<file path="config.mk">
export PLATFORM = sky130hd
export DESIGN_NAME = rv32_ifetch_queue_flat
export DESIGN_NICKNAME = d
export VERILOG_FILES = /design/src/rtl/rv32_ifetch_queue_if.sv /design/src/rtl/rv32_ifetch_queue.sv /design/src/flat_wrapper.sv
export SDC_FILE = /design/constraint.sdc
export NUM_CORES = 1
export LEC_CHECK = 0
export BUFFER_PORTS_ARGS = -buffer_cell sky130_fd_sc_hd__buf_2
export CAP_MARGIN = 20
export CORE_ASPECT_RATIO = 1.25
export CORE_MARGIN = 2
export CORE_UTILIZATION = 45
export CTS_CLUSTER_DIAMETER = 30
export DETAILED_ROUTE_END_ITERATION = 10
export MAX_ROUTING_LAYER = met4
export PLACE_DENSITY = 0.64
export SLEW_MARGIN = 10
export SYNTH_ARGS = -nofsm -noshare
export SYNTH_HDL_FRONTEND = slang
export SYNTH_SLANG_ARGS = --single-unit
</file>
<file path="constraint.sdc">
create_clock -name clk -period 9.2 [get_ports clk]
set_clock_uncertainty 0.2 [all_clocks]
set_input_delay 0.92 -clock clk [delete_from_list [all_inputs] [get_ports clk]]
set_output_delay 0.92 -clock clk [all_outputs]
set_load 0.01 [all_outputs]
</file>
<file path="src/rtl/rv32_ifetch_queue_if.sv">
// Fetch-unit bundle: redirect request, instruction-memory read bus and decoder handshake.
// The master modport is the prefetch unit's side.
interface rv32_ifetch_queue_if #(
  parameter int LOG2_DEPTH = 2
);
  logic                update_pc;
  logic [31:0]         new_pc;
  logic [31:0]         iaddress;
  logic                iread;
  logic [31:0]         ireaddata;
  logic                iwaitrequest;
  logic                instr_valid;
  logic [31:0]         instr;
  logic [31:0]         instr_pc;
  logic                instr_ready;
  logic [LOG2_DEPTH:0] level;

  modport master (
    input  update_pc, new_pc, ireaddata, iwaitrequest, instr_ready,
    output iaddress, iread, instr_valid, instr, instr_pc, level
  );

  modport slave (
    output update_pc, new_pc, ireaddata, iwaitrequest, instr_ready,
    input  iaddress, iread, instr_valid, instr, instr_pc, level
  );
endinterface

</file>
<file path="src/rtl/rv32_ifetch_queue.sv">
// RV32 instruction prefetch queue: credit-limited sequential word fetch into a
// DEPTH-entry FIFO of {instruction, pc}, flushed and restarted by a PC redirect.
module rv32_ifetch_queue #(
  parameter logic [31:0] RESET_VECTOR = 32'h0000_0000,
  parameter int          DEPTH        = 4,
  parameter int          LOG2_DEPTH   = 2
) (
  input  logic                clk,
  input  logic                reset,
  rv32_ifetch_queue_if.master bus
);
  localparam int OCC_W = LOG2_DEPTH + 1;

  logic [31:0]           fetch_pc_q, fetch_pc_d;
  logic [31:0]           ret_pc_q, ret_pc_d;
  logic                  inflight_q, inflight_d;
  logic [OCC_W-1:0]      occ_q, occ_d;
  logic [LOG2_DEPTH-1:0] wr_ptr_q, wr_ptr_d;
  logic [LOG2_DEPTH-1:0] rd_ptr_q, rd_ptr_d;

  logic [31:0] word_mem [DEPTH];
  logic [31:0] pc_mem   [DEPTH];

  logic [OCC_W:0] credit_used;
  logic           has_room;
  logic           accept;
  logic           push;
  logic           pop;

  // Counting the in-flight read as occupied guarantees its return always has a slot.
  assign credit_used = {1'b0, occ_q} + (OCC_W + 1)'(inflight_q);
  assign has_room    = credit_used < (OCC_W + 1)'(DEPTH);

  assign bus.iaddress    = bus.update_pc ? {bus.new_pc[31:2], 2'b00} : fetch_pc_q;
  assign bus.iread       = ~reset & (bus.update_pc | has_room);
  assign accept          = bus.iread & ~bus.iwaitrequest;
  assign push            = inflight_q & ~bus.update_pc & ~reset;
  assign bus.instr_valid = ~reset & (occ_q != '0) & ~bus.update_pc;
  assign pop             = bus.instr_valid & bus.instr_ready;

  assign bus.instr    = word_mem[rd_ptr_q];
  assign bus.instr_pc = pc_mem[rd_ptr_q];
  assign bus.level    = occ_q;

  always_comb begin
    occ_d      = occ_q;
    wr_ptr_d   = wr_ptr_q;
    rd_ptr_d   = rd_ptr_q;
    inflight_d = accept;
    ret_pc_d   = ret_pc_q;
    // Without acceptance the current address is held, so a redirect survives a stall.
    fetch_pc_d = bus.iaddress;

    if (accept) begin
      ret_pc_d   = bus.iaddress;
      fetch_pc_d = bus.iaddress + 32'd4;
    end

    if (bus.update_pc) begin
      occ_d    = '0;
      wr_ptr_d = '0;
      rd_ptr_d = '0;
    end else begin
      occ_d = occ_q + OCC_W'(push) - OCC_W'(pop);
      if (push) begin
        wr_ptr_d = wr_ptr_q + 1'b1;
      end
      if (pop) begin
        rd_ptr_d = rd_ptr_q + 1'b1;
      end
    end
  end

  always_ff @(posedge clk) begin
    if (reset) begin
      fetch_pc_q <= RESET_VECTOR;
      ret_pc_q   <= RESET_VECTOR;
      inflight_q <= 1'b0;
      occ_q      <= '0;
      wr_ptr_q   <= '0;
      rd_ptr_q   <= '0;
    end else begin
      fetch_pc_q <= fetch_pc_d;
      ret_pc_q   <= ret_pc_d;
      inflight_q <= inflight_d;
      occ_q      <= occ_d;
      wr_ptr_q   <= wr_ptr_d;
      rd_ptr_q   <= rd_ptr_d;
    end
  end

  always_ff @(posedge clk) begin
    if (push) begin
      word_mem[wr_ptr_q] <= bus.ireaddata;
      pc_mem[wr_ptr_q]   <= ret_pc_q;
    end
  end
endmodule
</file>
<file path="src/flat_wrapper.sv">
// flat-port wrapper written by rule: the top's interface ports become plain ports
module rv32_ifetch_queue_flat 
#(
  parameter logic [31:0] RESET_VECTOR = 32'h0000_0000,
  parameter int          DEPTH        = 4,
  parameter int          LOG2_DEPTH   = 2
)
  (clk, reset, bus_update_pc, bus_new_pc, bus_ireaddata, bus_iwaitrequest, bus_instr_ready, bus_iaddress, bus_iread, bus_instr_valid, bus_instr, bus_instr_pc, bus_level);
  rv32_ifetch_queue_if #(.LOG2_DEPTH(LOG2_DEPTH)) bus_i ();
  input  logic clk;
  input  logic reset;
  input wire logic [$bits(bus_i.update_pc)-1:0] bus_update_pc;
  input wire logic [$bits(bus_i.new_pc)-1:0] bus_new_pc;
  input wire logic [$bits(bus_i.ireaddata)-1:0] bus_ireaddata;
  input wire logic [$bits(bus_i.iwaitrequest)-1:0] bus_iwaitrequest;
  input wire logic [$bits(bus_i.instr_ready)-1:0] bus_instr_ready;
  output wire logic [$bits(bus_i.iaddress)-1:0] bus_iaddress;
  output wire logic [$bits(bus_i.iread)-1:0] bus_iread;
  output wire logic [$bits(bus_i.instr_valid)-1:0] bus_instr_valid;
  output wire logic [$bits(bus_i.instr)-1:0] bus_instr;
  output wire logic [$bits(bus_i.instr_pc)-1:0] bus_instr_pc;
  output wire logic [$bits(bus_i.level)-1:0] bus_level;
  assign bus_i.update_pc = bus_update_pc;
  assign bus_i.new_pc = bus_new_pc;
  assign bus_i.ireaddata = bus_ireaddata;
  assign bus_i.iwaitrequest = bus_iwaitrequest;
  assign bus_i.instr_ready = bus_instr_ready;
  assign bus_iaddress = bus_i.iaddress;
  assign bus_iread = bus_i.iread;
  assign bus_instr_valid = bus_i.instr_valid;
  assign bus_instr = bus_i.instr;
  assign bus_instr_pc = bus_i.instr_pc;
  assign bus_level = bus_i.level;
  rv32_ifetch_queue #(.RESET_VECTOR(RESET_VECTOR), .DEPTH(DEPTH), .LOG2_DEPTH(LOG2_DEPTH)) u_core (.clk(clk), .reset(reset), .bus(bus_i));
endmodule
</file>
# Word level (Yosys, flattened, before mapping)
# Memories as Yosys holds them, arrays and structs flattened. A register that Yosys moved wholly into a read port is not among the register bits.
# Cells that the tools add are included.
[classes] add_sub_neg=6 order_cmp=1 mux=8 bitwise=11 reduce_logical=2
[ops] op="32-bit two-way mux" count=2
[ops] op="32-bit by 3-bit adder with 32-bit output (second input constant)" count=1
[ops] op="2-bit two-way mux" count=4
[ops] op="1-bit bitwise AND" count=7
[ops] op="2-bit by 1-bit adder with 2-bit output (second input constant)" count=2
[ops] op="3-bit by 1-bit adder with 4-bit output" count=1
[ops] op="4-bit by 3-bit less-than comparator with 1-bit output (second input constant)" count=1
[ops] op="3-bit by 1-bit adder with 3-bit output" count=1
[ops] op="1-bit NOT" count=3
[ops] op="3-bit nonzero test" count=1
[ops] op="3-bit by 1-bit subtractor with 3-bit output" count=1
[ops] op="1-bit two-way mux" count=2
[ops] op="2-bit OR reduction" count=1
[ops] op="1-bit bitwise OR" count=1
[totals] regBits=72 mem_bits_rw=256 in_bits=69 out_inout_bits=101 elab_cells=36 n_memories=2
[memory_table] name="u_core.pc_mem" words=4 word_bits=32 rd=1 rd_ports_with_merged_regs=1 write_ports=1 line="rv32_ifetch_queue.sv:22" text="logic [31:0] pc_mem [DEPTH];"
[memory_table] name="u_core.word_mem" words=4 word_bits=32 rd=1 rd_ports_with_merged_regs=1 write_ports=1 line="rv32_ifetch_queue.sv:21" text="logic [31:0] word_mem [DEPTH];"

# Depth between registers and ports, before layout
# Gate-level depths: netlist of the first run.
[depth] word_depth=6 ltp_mapped=14 ltp_nobuf=9

# Least setup slack after synthesis of the first run
# Ideal clock, no wire load.
[synth_path] path_type="input to register" start="input port bus_update_pc" end="memory u_core.pc_mem[0][0], enable pin" setup_time_ps=429 arrival_time_ps=3332 required_time_ps=8571 setup_slack_ps=5238 path_stages=6 n_path_buf=4 path_cell_list="buf_6 > buf_8 > buf_6 > buf_6 > nor2_1 > and3_1"
[synth_between] elab_chain_len=5
[synth_rtl] item="from (decl)" line="flat_wrapper.sv:12" text="input wire logic [$bits(bus_i.update_pc)-1:0] bus_update_pc;"
[synth_rtl] item="1-bit NOT" line="rv32_ifetch_queue.sv:37" text="assign push = inflight_q & ~bus.update_pc & ~reset;"
[synth_rtl] item="1-bit bitwise AND (2 in a row)" line="rv32_ifetch_queue.sv:37"
[synth_rtl] item="1-bit two-way mux" line="rv32_ifetch_queue.sv:93" text="if (push) begin"
[synth_rtl] item="1-bit two-way mux (not written as such)" line="rv32_ifetch_queue.sv:95" text="pc_mem[wr_ptr_q] <= ret_pc_q;"
[synth_rtl] item="to (decl)" line="rv32_ifetch_queue.sv:22"
# No other way between the ends.

==> results of run 1 <==
==> sequential cells by signal, summed over array words and instances (netlist names), named ones only <==
register / count
u_core.pc_mem: 128
u_core.word_mem: 128
u_core.fetch_pc_q: 32
u_core.ret_pc_q: 32
u_core.bus.level: 3
u_core.rd_ptr_q: 2
u_core.wr_ptr_q: 2
u_core.inflight_q: 1
==> power groups by stage <==
stage | registers (uW) | clock network (uW) | logic [uW]
2_1_floorplan | 1670 | 0 | 82.0
3_3_place_gp | 1680 | 0 | 136
3_5_place_dp | 1680 | 0 | 138
4_1_cts | 1650 | 2030 | 139
5_1_grt | 1650 | 2100 | 152
6_report | 1650 | 1990 | 138
==> stage by stage <==
stage | setup slack, ns | utilization, % | hold slack [ns] | area (sq um)
detailed placement | 5.24 | 49.7 | 0.236 | 14100
finish | 5.45 | 56.2 | 0.259 | 16000
floorplan | 5.24 | - | 0.221 | 13000
global route | 5.23 | 56.2 | 0.291 | 16000
CTS | 5.11 | 56.1 | 0.258 | 15900
global placement | 5.26 | 49.7 | 0.234 | 14100
==> cell usage after synthesis (2+ instances only) <==
library cell and instances:
a211oi_1 18, a211oi_2 2, a21o_1 2, a21oi_1 14, a21oi_2 3, a31o_2 4, a31oi_1 8, and2_1 4
and3_1 8, and4_1 3, buf_2 13, buf_4 6, buf_6 3, clkbuf_1 19, dfxtp_1 74, edfxtp_1 256
ha_1 8, inv_1 30, mux2_1 2, mux2_2 5, mux2i_1 26, mux4_2 64, nand2_1 16, nand3_1 7
nand3b_1 12, nand4_1 11, nand4b_1 5, nor2_1 48, nor2b_1 3, nor3_1 19, nor4_1 4, o2111ai_1 2
o211a_1 2, o211ai_1 2, o21a_1 2, o21ai_0 12, o31a_1 3, o31ai_1 2, or2_2 2, xnor2_1 7
==> logic make-up (layout without fill, tap and decap cells) <==
family,Yosys count,after routing
AOI/OAI and AO/OA,87,87
xor gates and xnor gates,8,8
adders and majority gates,9,9
buffers and inverters,73,307
DFF,330,330
muxes,97,97
and+or+nand+nor,151,151
==> worst register-to-register path, stage by stage, from the launching register on <==
cell,delay (ns)
dfxtp_1,0.36
or2_2,0.35
a21oi_2,0.41
o21ai_1,0.17
inv_2,0.69
a311oi_1,0.24
a41o_1,0.26
==> area by class of cell <==
type / instances / area share (%)
Sequential cell: 330 / 57.5
Multi-Input combinational cell: 352 / 21.8
Clock buffer: 68 / 8.98
Timing Repair Buffer: 174 / 5.69
Tap cell: 355 / 2.78
Clock inverter: 34 / 2.48
Inverter: 31 / 0.729
==> routing by layer <==
| layer | wire, microns | global-route usage (%) | part of all wire [%] | vias to the layer above |
|---|---|---|---|---|
| met5 | 0 | - | 0 | - |
| met4 | 530 | 6.25 | 2.0 | 0 |
| met3 | 1570 | 3.55 | 5.8 | 47 |
| met2 | 13400 | 30.1 | 49 | 240 |
| met1 | 11600 | 23.8 | 43 | 3656 |
| li1 | - | - | - | 3396 |
==> how the worst max path moves through the flow <==
stage	startpoint	end	slack, ns	cells past startpoint
3_5_place_dp	bus_update_pc	u_core.fetch_pc_q[28]	5.24	10
6_report	register	bus_instr_pc[18]	5.45	4
5_1_grt	register	bus_instr_pc[18]	5.23	4
2_1_floorplan	bus_update_pc	u_core.pc_mem[0][0]	5.24	6
4_1_cts	register	bus_instr_pc[18]	5.11	3
3_3_place_gp	bus_update_pc	u_core.fetch_pc_q[30]	5.26	10
==> run_results.csv, run 1 <==
group,metric,value,unit
floorplanning,rows,69,
synthesis,ys_seq_area_share,70.6,%
synthesis,synth_edf_count,256,
critical_path,slowest_stage,"mux4_2",
sta,finalCritPeriodShare,40.7,%
placement,dp_cells,1241,
sta,slew_violations,0,
global_routing,overflow,0,
synthesis,ys_top_cells_by_area,"edfxtp_1, dfxtp_1, mux4_2, mux2i_1, nor2_1",
global_routing,grt_pass1_wl,42100,microns
power_and_ir_drop,pwr-share-comb,3.6,%
power_and_ir_drop,p_leak,0.00586,uW
finish,final_common_cell,"edfxtp_1",
sta,tns,0,ns
clocking,cts_tree,"built",
critical_path,reg2reg_from,"u_core.bus.level[1]",
sta,slew_headroom,29.1,%
synthesis,yosys.area.top_type,"edfxtp_1",
sta,finalHoldViolations,0,
routing,drc,0,
routing,totalWireLength,27100,microns
sta,timing.fmax,267,MHz
floorplanning,ios,170,
critical_path,critical_path_buf_inv_count,3,
clocking,cts_buffer_depth,3,
routing,via_per_inst,5.46,
synthesis,synthSimpleGateAreaFrac,6.51,%
critical_path,rr_worst_depth,6,
placement,portBuffers,167,
critical_path,r2r_setup_slack,6.43,ns
sta,rsz0062_at_grt,"false",
finish,regArea,9180,sq um
synthesis,syn_avg_cell_area,17.2,sq um
min_path,hold_start,"u_core.fetch_pc_q[1]",
critical_path,end_kind,"primary output",
min_path,hp-class,"reg2reg",
critical_path,required,8.08,ns
clocking,ctsResizeCount,0,
critical_path,max_stage_delay,0.57,ns
synthesis,synth_compound_area_share,5.02,%
synthesis,synth_top_area_share,59.2,%
synthesis,synth_top_family_by_area,"multiplexers",
run_status,outcome,"completed",
routing,wl_per_cell,20.2,microns
clocking,htreeDepth,2,
routing,ant_nets,0,
clocking,cts_hold_buf,0,
clocking,cts_root_buffer,"clkbuf_16",
synthesis,synth-xor-area-share,0.540,%
floorplanning,dieArea,30200,sq um
critical_path,startpoint_type,"register",
finish,final_cells,1344,
power_and_ir_drop,clock_power_share,52.6,%
routing,vias,7339,
power_and_ir_drop,p_total,3780,uW
floorplanning,start_util,45.7,%
synthesis,yosysUniqueCellTypes,64,
synthesis,ys_seq_elements,330,
clocking,path_clk_slew,0.05,ns
critical_path,crit_chain,"buf_4 -> buf_16 -> mux4_2 -> buf_2",
finish,final_cell_mix,"edfxtp_1, buf_2, dfxtp_1",
power_and_ir_drop,power_density,237,nW/um^2
critical_path,crit_family,"buffers and inverters",
power_and_ir_drop,netSwitchingFraction,20.8,%
global_routing,antenna_found_initial,0,
synthesis,yosysWarnings,0,
synthesis,postSynthCellCount,755,
sta,setup_viol,0,
clocking,numCtsBuffers,54,
finish,area_growth,23.0,%
global_routing,grt_max_degree,70,
sta,post-route-min-period,3.75,ns
power_and_ir_drop,ir_drop,0.144,mV
critical_path,rr_endpoint,"u_core.fetch_pc_q[9]",
finish,nNetsFinal,1021,
critical_path,crit_arrival,2.63,ns
floorplanning,dieWidth,156,microns
clocking,cts_sinks,330,
routing,firstDrtPassIters,5,
global_routing,grt_pass1_vias,7541,
clocking,cts_setup_buffers,0,
finish,nFillCells,2288,
finish,insertedDiodeCount,0,
power_and_ir_drop,power_frac_seq,43.7,%
synthesis,synth_flop_cell,"edfxtp_1",
finish,multiInputGateArea,3490,sq um
placement,dpl.hpwl,15900,microns
run,timing.max_cap.violations,0,
synthesis,synthAdderAreaFrac,0.925,%
global_routing,grt_use_total,18.6,%
critical_path,path_max_fanout,33,
sta,worstMarginPinSlew,1.06,ns
power_and_ir_drop,internal-power,2990,uW
power_and_ir_drop,p_sw,788,uW
min_path,hold_depth,1,
placement,routabilityCongestion,0.870,
synthesis,synth.area.mux_share,13.7,%
synthesis,synth-async-reset-ratio,0,%
critical_path,critical_path_class,"reg2out",
floorplanning,fp.coreArea,28400,sq um
clocking,clk_latency,0.56,ns
routing,drt_iter0_markers,369,
floorplanning,die_h,194,microns
synthesis,synthesis.nets,833,
min_path,min_to,"u_core.fetch_pc_q[1]",
finish,drive_gt1_share,35.9,%
synthesis,netlist_area,13000,sq um
No activity file was read; power rests on OpenSTA's default activity.
==> inputs of run 2 (changes only) <==
Settings changed: PLACE_DENSITY 0.64 to 0.66.
Clock period 9.2 ns to 3.15 ns, I/O delays scaled along.
==> run 2 against run 1 <==
  * Register-to-register slack worse by 5.9 ns
  * Clock power grew to 3.0 times the previous value
  * Global-route usage rose by 0.70 points
  * First-iteration DRC count increased by 22%
  * Clock-buffer cell count decreased by 9
  * Via count up 2.9%
  * Non-clock buffer count grew 70
  * Sequential share of layout area down 2.8 points
==> run_results.csv, run 2 (same netlist as run 1, synthesis figures left out) <==
group,metric,value,unit
min_path,hold_depth,4,
finish,final_cell_mix,"edfxtp_1, buf_2, dfxtp_1",
finish,drive_gt1_share,36.5,%
critical_path,slowest_stage,"dfxtp_4",
placement,portBuffers,167,
clocking,cts_sinks,330,
critical_path,critical_path_class,"reg2out",
global_routing,grt_pass1_wl,43500,microns
critical_path,crit_chain,"buf_12 -> mux4_2 -> buf_2",
placement,routabilityCongestion,0.833,
floorplanning,ios,170,
sta,tns,0,ns
sta,worstMarginPinSlew,0.570,ns
power_and_ir_drop,power_density,671,nW/um^2
power_and_ir_drop,power_frac_seq,42.8,%
clocking,clk_latency,0.56,ns
clocking,cts_buffer_depth,3,
routing,drt_iter0_markers,451,
critical_path,rr_worst_depth,6,
finish,insertedDiodeCount,0,
power_and_ir_drop,pwr-share-comb,4.2,%
min_path,hp-class,"in2reg",
power_and_ir_drop,internal-power,8840,uW
placement,dpl_cell_area,14400,sq um
sta,slew_violations,0,
finish,area_growth,29.3,%
routing,ant_nets,0,
global_routing,grt_pass1_vias,7804,
finish,nNetsFinal,1090,
min_path,hold_start,"bus_new_pc[20]",
critical_path,critical_path_buf_inv_count,2,
floorplanning,dieWidth,156,microns
placement,dpl.hpwl,17700,microns
critical_path,r2r_setup_slack,0.52,ns
critical_path,reg2reg_from,"u_core.bus.level[1]",
routing,vias,7553,
power_and_ir_drop,clock_power_share,53.0,%
routing,wl_per_cell,19.8,microns
sta,finalCritPeriodShare,87.5,%
global_routing,overflow,0,
finish,stdcell_area,16800,sq um
sta,timing.fmax,363,MHz
critical_path,required,2.63,ns
power_and_ir_drop,p_leak,0.00623,uW
routing,firstDrtPassIters,4,
finish,final_common_cell,"edfxtp_1",
run,timing.max_cap.violations,0,
clocking,numCtsBuffers,53,
routing,via_per_inst,5.35,
sta,slew_headroom,60.9,%
floorplanning,rows,69,
clocking,cts_root_buffer,"clkbuf_16",
floorplanning,dieArea,30200,sq um
floorplanning,start_util,45.7,%
power_and_ir_drop,ir_drop,0.363,mV
critical_path,rr_endpoint,"u_core.fetch_pc_q[8]",
global_routing,antenna_found_initial,0,
sta,post-route-min-period,2.76,ns
power_and_ir_drop,netSwitchingFraction,21.6,%
clocking,cts_setup_buffers,0,
min_path,min_to,"u_core.ret_pc_q[20]",
floorplanning,fp.coreArea,28400,sq um
run_status,outcome,"completed",
clocking,cts_tree,"built",
clocking,path_clk_slew,0.06,ns
finish,reg.largest.list,"u_core.pc_mem x128, u_core.word_mem x128",
sta,finalHoldViolations,0,
sta,setup_viol,0,
routing,totalWireLength,28000,microns
power_and_ir_drop,p_sw,2430,uW
global_routing,grt_use_total,19.3,%
global_routing,grt_max_degree,43,
critical_path,crit_family,"flip-flops",
critical_path,path_max_fanout,28,
sta,rsz0062_at_grt,"false",
floorplanning,die_h,194,microns
finish,nFillCells,2096,
critical_path,max_stage_delay,0.64,ns
clocking,htreeDepth,2,
critical_path,startpoint_type,"register",
critical_path,crit_arrival,2.24,ns
routing,drc,0,
critical_path,end_kind,"primary output",
run 2: per-stage QoR:
stage	worst slack (ns)	utilization (%)	total power (uW)	std cells	hold WS [ns]
2_1_floorplan	0.247	-	5130	755	0.214
6_report	0.395	59.1	11300	1412	0.0226
3_3_place_gp	0.539	50.8	5320	1264	0.235
3_5_place_dp	0.520	50.8	5330	1264	0.238
4_1_cts	0.298	59.1	11400	1412	0.00334
5_1_grt	0.228	59.1	11600	1412	0.0434
run 2: layer usage:
layer  up-vias  part of all wire, %  GRT usage [%]
met1      3763                   42           23.9
li1       3525                    -              -
met4         0                  2.0           5.71
met5         -                    0              -
met2       216                   52           32.5
met3        49                  4.3           3.49
run 2: power groups by stage:
stage / registers, uW / logic (uW) / clock network (uW)
floorplan: 4890 / 239 / 0
global placement: 4900 / 420 / 0
detailed placement: 4910 / 426 / 0
CTS: 4820 / 476 / 6060
global route: 4830 / 515 / 6260
finish: 4820 / 475 / 5970
run 2: final cells by class:
type / count / area (sq um) / share of cell area [%]
Tap cell: 355 / 444 / 2.65
Clock buffer: 59 / 1370 / 8.16
Multi-Input combinational cell: 352 / 3490 / 20.8
Sequential cell: 330 / 9180 / 54.7
Clock inverter: 41 / 507 / 3.02
Inverter: 31 / 116 / 0.693
Timing Repair Buffer: 244 / 1680 / 10.0
run 2: how the worst max path moves through the flow:
stage / endpoint / slack (ns) / depth (start not counted)
2_1_floorplan: u_core.fetch_pc_q[30] / 0.25 / 14
3_3_place_gp: u_core.bus.level[2] / 0.54 / 11
3_5_place_dp: u_core.bus.level[2] / 0.52 / 11
4_1_cts: bus_instr_pc[8] / 0.30 / 3
5_1_grt: bus_instr_pc[8] / 0.23 / 3
6_report: bus_instr[0] / 0.39 / 3
run 2: what timing repair did:
action | in CTS | in global routing
hold buffers | 48 | 0
resized for setup | 0 | 0
hold endpoints to repair | 144 | 0
run 2: worst register-to-register path: stages (launching register included):
cell and delay, ns:
dfxtp_1 0.37, or2_2 0.35, a21oi_2 0.42, o211ai_2 0.28, o21ai_0 0.23, o31ai_1 0.09, dlygate4sd3_1 0.57
